==> src/rtl/sdr_init_refresh_seq.sv <==
// SDRAM power-up sequencer and periodic refresh scheduler.
// Drives the command bus during init and refresh; hands it back to the core in IDLE.
module sdr_init_refresh_seq #(
  parameter int          SDR_BW       = 2,
  parameter int          T_INIT       = 10000,
  parameter int          T_RP         = 2,
  parameter int          T_RFC        = 7,
  parameter int          T_MRD        = 2,
  parameter int          NUM_INIT_REF = 8,
  parameter int          REF_INTERVAL = 780,
  parameter logic [12:0] MODE_REG     = 13'h033,
  parameter int          CNT_W        = 16
) (
  input  logic              sdram_clk,
  input  logic              sdram_reset,
  output logic              sdr_cke,
  output logic              sdr_cs_n,
  output logic              sdr_ras_n,
  output logic              sdr_cas_n,
  output logic              sdr_we_n,
  output logic [1:0]        sdr_ba,
  output logic [12:0]       sdr_addr,
  output logic [SDR_BW-1:0] sdr_dqm,
  output logic              cmd_own,
  output logic              init_done,
  output logic              ref_req,
  input  logic              ref_gnt,
  output logic [3:0]        ref_pending,
  output logic              ref_overrun
);

  localparam int REF_W = $clog2(NUM_INIT_REF + 1);

  localparam logic [CNT_W-1:0] INIT_LAST = CNT_W'(T_INIT);
  localparam logic [CNT_W-1:0] RP_LAST   = CNT_W'(T_RP - 1);
  localparam logic [CNT_W-1:0] RFC_LAST  = CNT_W'(T_RFC - 1);
  localparam logic [CNT_W-1:0] MRD_LAST  = CNT_W'(T_MRD - 1);
  localparam logic [CNT_W-1:0] TICK_LAST = CNT_W'(REF_INTERVAL - 1);
  localparam logic [REF_W-1:0] INIT_REFS = REF_W'(NUM_INIT_REF);

  localparam logic [3:0] CMD_LMR  = 4'b0000;
  localparam logic [3:0] CMD_AREF = 4'b0001;
  localparam logic [3:0] CMD_PRE  = 4'b0010;
  localparam logic [3:0] CMD_NOP  = 4'b0111;

  typedef enum logic [3:0] {
    WAIT_INIT,
    PRE_ALL,
    WAIT_RP,
    INIT_AREF,
    WAIT_RFC,
    LOAD_MODE,
    WAIT_MRD,
    IDLE,
    REF_PRE,
    REF_WAIT_RP,
    REF_AREF,
    REF_WAIT_RFC
  } state_t;

  state_t           state, state_nxt;
  logic [CNT_W-1:0] timer, timer_nxt;
  logic [CNT_W-1:0] ref_timer, ref_timer_nxt;
  logic [REF_W-1:0] aref_cnt, aref_cnt_nxt;
  logic [3:0]       pending_nxt;
  logic             overrun_nxt;
  logic             init_done_nxt;
  logic             ref_req_nxt;
  logic             tick;
  logic             aref_dec;
  logic             in_wait;
  logic [3:0]       cmd_nxt;
  logic [12:0]      addr_nxt;

  always_comb begin
    state_nxt = state;
    case (state)
      WAIT_INIT:    if (timer == INIT_LAST) state_nxt = PRE_ALL;
      PRE_ALL:      state_nxt = WAIT_RP;
      WAIT_RP:      if (timer == RP_LAST) state_nxt = INIT_AREF;
      INIT_AREF:    state_nxt = WAIT_RFC;
      WAIT_RFC: begin
        if (timer == RFC_LAST) begin
          if (aref_cnt == INIT_REFS) state_nxt = LOAD_MODE;
          else                       state_nxt = INIT_AREF;
        end
      end
      LOAD_MODE:    state_nxt = WAIT_MRD;
      WAIT_MRD:     if (timer == MRD_LAST) state_nxt = IDLE;
      IDLE:         if (ref_req && ref_gnt) state_nxt = REF_PRE;
      REF_PRE:      state_nxt = REF_WAIT_RP;
      REF_WAIT_RP:  if (timer == RP_LAST) state_nxt = REF_AREF;
      REF_AREF:     state_nxt = REF_WAIT_RFC;
      REF_WAIT_RFC: if (timer == RFC_LAST) state_nxt = IDLE;
      default:      state_nxt = WAIT_INIT;
    endcase
  end

  // The state timer restarts at 1 on every transition, so a wait state leaves
  // once it has spent T_x-1 cycles and the next command lands exactly T_x later.
  always_comb begin
    in_wait = (state == WAIT_INIT) || (state == WAIT_RP) || (state == WAIT_RFC) ||
              (state == WAIT_MRD) || (state == REF_WAIT_RP) || (state == REF_WAIT_RFC);
    timer_nxt = timer;
    if (state_nxt != state) timer_nxt = CNT_W'(1);
    else if (in_wait)       timer_nxt = timer + CNT_W'(1);

    aref_cnt_nxt = aref_cnt;
    if (state == INIT_AREF) aref_cnt_nxt = aref_cnt + REF_W'(1);
  end

  always_comb begin
    tick          = 1'b0;
    ref_timer_nxt = ref_timer;
    if (!init_done) begin
      ref_timer_nxt = '0;
    end else if (ref_timer == TICK_LAST) begin
      ref_timer_nxt = '0;
      tick          = 1'b1;
    end else begin
      ref_timer_nxt = ref_timer + CNT_W'(1);
    end

    // A tick coinciding with a refresh AREF cancels out.
    aref_dec    = (state_nxt == REF_AREF);
    pending_nxt = ref_pending;
    overrun_nxt = ref_overrun;
    if (tick && !aref_dec) begin
      if (ref_pending == 4'd8) overrun_nxt = 1'b1;
      else                     pending_nxt = ref_pending + 4'd1;
    end else if (!tick && aref_dec && ref_pending != 4'd0) begin
      pending_nxt = ref_pending - 4'd1;
    end

    init_done_nxt = init_done || (state_nxt == IDLE);
    ref_req_nxt   = init_done_nxt && (pending_nxt != 4'd0) && (state_nxt == IDLE);
  end

  always_comb begin
    cmd_nxt  = CMD_NOP;
    addr_nxt = 13'h0000;
    case (state_nxt)
      PRE_ALL, REF_PRE: begin
        cmd_nxt  = CMD_PRE;
        addr_nxt = 13'h0400;
      end
      INIT_AREF, REF_AREF: cmd_nxt = CMD_AREF;
      LOAD_MODE: begin
        cmd_nxt  = CMD_LMR;
        addr_nxt = MODE_REG;
      end
      default: begin
        cmd_nxt  = CMD_NOP;
        addr_nxt = 13'h0000;
      end
    endcase
  end

  // Outputs are registered from the next-state decode so each pin value lines
  // up with the state that owns that cycle.
  always_ff @(posedge sdram_clk) begin
    if (sdram_reset) begin
      state       <= WAIT_INIT;
      timer       <= '0;
      ref_timer   <= '0;
      aref_cnt    <= '0;
      ref_pending <= 4'd0;
      ref_overrun <= 1'b0;
      init_done   <= 1'b0;
      ref_req     <= 1'b0;
      cmd_own     <= 1'b1;
      sdr_cke     <= 1'b0;
      {sdr_cs_n, sdr_ras_n, sdr_cas_n, sdr_we_n} <= CMD_NOP;
      sdr_ba      <= 2'b00;
      sdr_addr    <= 13'h0000;
      sdr_dqm     <= '1;
    end else begin
      state       <= state_nxt;
      timer       <= timer_nxt;
      ref_timer   <= ref_timer_nxt;
      aref_cnt    <= aref_cnt_nxt;
      ref_pending <= pending_nxt;
      ref_overrun <= overrun_nxt;
      init_done   <= init_done_nxt;
      ref_req     <= ref_req_nxt;
      cmd_own     <= (state_nxt != IDLE);
      sdr_cke     <= 1'b1;
      {sdr_cs_n, sdr_ras_n, sdr_cas_n, sdr_we_n} <= cmd_nxt;
      sdr_ba      <= 2'b00;
      sdr_addr    <= addr_nxt;
      sdr_dqm     <= '1;
    end
  end

endmodule

==> config.mk <==
export PLATFORM = sky130hd
export DESIGN_NAME = sdr_init_refresh_seq
export DESIGN_NICKNAME = d
export VERILOG_FILES = /design/src/rtl/sdr_init_refresh_seq.sv
export SDC_FILE = /design/constraint.sdc
export NUM_CORES = 1
export LEC_CHECK = 0
export BUFFER_PORTS_ARGS = -buffer_cell sky130_fd_sc_hd__buf_4
export CORE_ASPECT_RATIO = 1.4
export CORE_UTILIZATION = 40
export CTS_CLUSTER_DIAMETER = 150
export CTS_CLUSTER_SIZE = 12
export DETAILED_ROUTE_END_ITERATION = 7
export SYNTH_ARGS = -nofsm -noshare
export SYNTH_HDL_FRONTEND = slang
export SYNTH_SLANG_ARGS = --single-unit
==> constraint.sdc <==
create_clock -name sdram_clk -period 2.3 [get_ports sdram_clk]
set_input_delay 0.46 -clock sdram_clk [delete_from_list [all_inputs] [get_ports sdram_clk]]
set_output_delay 0.46 -clock sdram_clk [all_outputs]
set_load 0.02 [all_outputs]
# == Word-level counts from Yosys, hierarchy flattened ==
# Index checks and enable logic that the tools add are counted.
# op_classes
reduce_logical,23
n_lt_le_gt_ge,0
n_eq_ne,25
mul,0
add_sub_neg,5
shifts,0
bitwise,1
muxes,19
div_mod_pow,0
# ops
op,count
$pmux W4 S12,1
$mux W4,10
$add A16 B1 Y16 const B,2
$eq A4 B4 Y1 const B,8
$eq A4 B3 Y1 const B,6
$pmux W11 S2,1
$eq A16 B1 Y1 const B,1
$eq A16 B10 Y1 const B,1
$eq A16 B14 Y1 const B,1
$eq A16 B3 Y1 const B,1
$eq A4 B2 Y1 const B,3
$pmux W3 S3,1
$add A4 B1 Y4 const B,2
$eq A4 B1 Y1 const B,2
$reduce_bool A4 Y1,2
$logic_and A1 B1 Y1,6
$logic_or A1 B1 Y1,6
$reduce_or A2 Y1,3
$mux W1,5
$logic_not A4 Y1,1
$ne A4 B3 Y1 const B,1
$ne A4 B4 Y1,1
$sub A4 B1 Y4 const B,1
$mux W3,1
other kinds (5),6
# totals
mem_bits_ro,0
elab_cells,89
mem_bits_rw,0
mem_count,0
latchBits,0
reg_bits,66
output_inout_bits,30

# == Logic depth before layout (Yosys ltp) ==
# logic_depth
ltp_word,12
ltp_mapped,10

# == Worst setup path after synthesis ==
# Ideal clock, no wire load.
# synth_timing
path_kind,register to register
from,reg timer[0]
to,reg ref_req
stages_incl_launch_ff,9
path_slack_ns,0.133
setup_time_ns,0.074
period_less_slack_ns,2.167
arrival_ns,2.093
path_buffers,0
cell_sequence,dfxtp_1 -> ha_1 -> nor4b_1 -> nand4_2 -> or3_4 -> mux2_4 -> a21oi_1 -> o21ba_2 -> a31oi_2
# synth_via
elab_chain_cells,11
elab_cells_between_ends,22
# synth_rtl
item,line,rtl
"start, declared",62,"logic [CNT_W-1:0] timer, timer_nxt;"
"start signal, assigned",179,timer <= timer_nxt;
$eq A16 B3 Y1 (tied with other cells),"83, 94",
$mux W4 (tied with other cells),94,REF_WAIT_RFC: if (timer == RFC_LAST) state_nxt = IDLE;
$pmux W4 S12 (*),77,case (state)
$eq A4 B4 Y1,125,aref_dec = (state_nxt == REF_AREF);
$logic_and A1 B1 Y1 (2 in a row),131,end else if (!tick && aref_dec && ref_pending != 4'd0) begin
$mux W4,131,
$mux W4,128,if (tick && !aref_dec) begin
$reduce_bool A4 Y1,136,ref_req_nxt = init_done_nxt && (pending_nxt != 4'd0) && (state_nxt == IDLE);
$logic_and A1 B1 Y1,136,
$logic_and A1 B1 Y1 (*),136,
"end signal, assigned",185,ref_req <= ref_req_nxt;
"end, declared",26,"output logic ref_req,"
# Every way passes the cells marked *; elsewhere a longest branch is shown, timed or not.
# A chain may end at the register's enable or synchronous reset.

# == Final worst setup path ==
# Ends and elaborated chain as after synthesis.

==> impl_metrics.ini <==
[outcome]
status = finished clean

[cells_and_area]
diodes = 0
area_growth_syn_to_layout_pct = 15.7
final_cell_mix = 51 x dfxtp_1, 45 x nor2_1, 43 x buf_4, 25 x nand2_1, 19 x xor2_1
final_area_mm2 = 0.00343
layout_commonest_cell = dfxtp_1
drive_above_1_share = 0.224
fin_nets = 391
fin_util = 0.485

[logic_synthesis]
async_reset_ff_frac = 0
synth_area_per_cell_um2 = 8.60
yosys.area.top_type = dfxtp_1
synth_top_cell_area_share = 0.364
ys_ff_latch = 54
seq_area_frac_synth = 0.364
yosysUniqueCellTypes = 51
synth_area_mm2 = 0.00297
synth-edff-count = 0
synth_area_leaders = dfxtp_1 36%, nor2_1 5.7%, xor2_1 5.6%, nor3_2 4.0%, buf_4 4.0%
ys.warnings.count = 0
synthCells = 345
synthFlopType = dfxtp_1

[routing]
route.detailed.drc = 0
wl_mm = 6.09
dr.pass1.iters = 4
vias = 2386
via_per_inst = 5.03
drt-initial-drc-count = 52
top_layer_used = met4
wire_per_inst_um = 12.9
wl_met2_mm = 3.20
wl_met1_mm = 2.62
wl_met3_um = 135
ant_nets = 0

[cts]
cts-buffers-inserted = 5
cts_tree = done
clkLatencyLatePin_ns = 0.31
ctsHoldBuffers = 0
clk_pin_slew_ns = 0.09
cts_sinks = 54
cts_buffer_depth = 2
cts-htree-levels = 2
root_buffer = clkbuf_8

[floorplanning]
die_width_um = 74.8
fp.dieH_um = 104
ios = 33
start_util = 0.420
die_area_mm2 = 0.00777
coreArea_mm2 = 0.00707
rows = 36

[global_routing]
grt_first_pass_wirelength_mm = 10.3
grt_max_degree = 19
grt-ovfl-total = 0
grt_pass1_vias = 2310
grt_use_total = 0.169
antenna_found_initial = 0

[critical_path]
cp_cell_sequence = inv_1, ha_1, nor4bb_2, nand4_1, o21ai_1, nor2_1, or4_4, a31oi_2
path_delay_family = simple AND/OR/NAND/NOR gates
path_buf_inv = 1
cpPeakStageDelay_ns = 0.54
crit_start = timer[0]
r2r-end = ref_req
path_max_fanout = 4
reg2reg_slack_ns = 0.1
rr_startpoint = timer[0]
endpoint_kind = flip-flop
r2r.worst_path.cells = 8
critPathSlowestCell = or4_4
criticalPathCategory = reg2reg
required_ns = 2.54
cp.arrival_ns = 2.44
startpoint_type = flip-flop

[timing]
finalHoldViolCount = 0
fin_skew_ns = 0.0118
period_share = 0.957
fmax_mhz = 454
setup_tns_ns = 0
final-setup-viol-count = 0
maxSlewViolCount = 0
slew_headroom = 0.614
worst_pin_slew_ns = 0.575
period_needed_ns = 2.20

[pwr]
p_switching_uw = 358
leakage_nw = 1.30
vdd.ir_drop.worst_mv = 0.389
pwr-share-comb = 0.054
power.total_mw = 1.54
p_clk_frac = 0.331
p_seq_frac = 0.615
power.internal_mw = 1.18
p_per_area_mw_per_mm2 = 448
swShare = 0.233

[hold_path]
min_to = ref_timer[0]
hold_path.class = reg2reg
hold_depth = 1
worstHoldStart = ref_timer[0]

[placement]
dpl.hpwl_mm = 4.63
placed_cell_area_mm2 = 0.00330
port_buffers = 19
gp_congestion = 0.808

[run]
cap_violations = 0
how the worst max path moves through the flow:
stage | end | slack (ns) | depth (start not counted)
after global routing | sdr_cas_n | -0.05 | 9
after CTS | ref_req | 0.03 | 9
final | ref_req | 0.1 | 8
after global placement | ref_req | 0.08 | 9
after floorplan | ref_req | 0.13 | 8
after detailed placement | ref_req | 0.06 | 9
kinds of logic (layout without fill, tap and decap cells):
| logic type | after synthesis | after routing | synth area share |
|---|---|---|---|
| AND/OR/NAND/NOR | 160 | 160 | 0.315 |
| other | 2 | 13 | 0.00253 |
| AO/OA/AOI/OAI | 44 | 44 | 0.0974 |
| buffers and inverters | 42 | 65 | 0.0776 |
| adder cells (fa/ha/maj) | 9 | 9 | 0.0379 |
| flip-flops | 54 | 54 | 0.364 |
| multiplexers | 2 | 2 | 0.00843 |
| XOR/XNOR | 32 | 32 | 0.0970 |
flip-flops by register name, summed over array words and instances, names as in the netlist:
register,flops
ref_pending,4
sdr_ras_n,1
sdr_addr,2
ref_timer,16
sdr_we_n,1
timer,16
sdr_cas_n,1
state,4
ref_req,1
aref_cnt,4
sdr_cke,1
init_done,1
cmd_own,1
ref_overrun,1
layout make-up:
cell class              instances  area, um^2
clock buffers                   6        72.6
clock inverters                 1        7.51
fillers                       701        3640
inverters                      13        48.8
multi-input cells             260        1740
flip-flops and latches         54        1080
well taps                      95         119
repair buffers                 45         363
synth_stat cells, drive strengths merged, types with 10 or more instances:
master / number
nand3: 10
dfxtp: 54
o21ai: 15
xnor2: 13
nor2: 45
buf: 21
nand2: 25
nor3: 21
a21oi: 14
inv: 13
nand4: 14
xor2: 19
power groups by stage:
stage                     logic, mW  registers (mW)  clock network (mW)
final                        0.0825           0.947               0.510
after floorplan              0.0674           0.968                   0
after global placement       0.0778           0.967                   0
after CTS                    0.0792           0.945               0.534
after detailed placement     0.0786           0.967                   0
after global routing         0.0917           0.948               0.573
stage by stage:
stage / std cells / worst slack [ns] / hold slack (ns)
floorplan: 356 / 0.133 / 0.418
global placement: 466 / 0.0827 / 0.433
detailed placement: 466 / 0.0609 / 0.442
CTS: 473 / 0.0324 / 0.453
global route: 474 / -0.0518 / 0.470
finish: 474 / 0.0980 / 0.459
per-layer routing:
| layer | track usage | up-vias |
|---|---|---|
| met3 | 0.0320 | 11 |
| met5 | 0 | - |
| met4 | 0.0647 | 0 |
| li1 | - | 1228 |
| met1 | 0.201 | 1120 |
| met2 | 0.291 | 27 |
worst reg2reg max path, delay by kind of cell (launching register included):
kind	cells	cell delay (ns)
and+or+nand+nor	4	1.16
AOI/OAI and AO/OA	2	0.39
DFF	1	0.35
adders and majority gates	1	0.16
buffers and inverters	1	0.08
what timing repair did:
| item | in CTS | in global routing |
|---|---|---|
| gates resized for setup | 0 | 10 |
| setup endpoints to repair | 0 | 25 |
| setup buffers | 0 | 1 |
No activity file was read; power rests on OpenSTA's default activity.
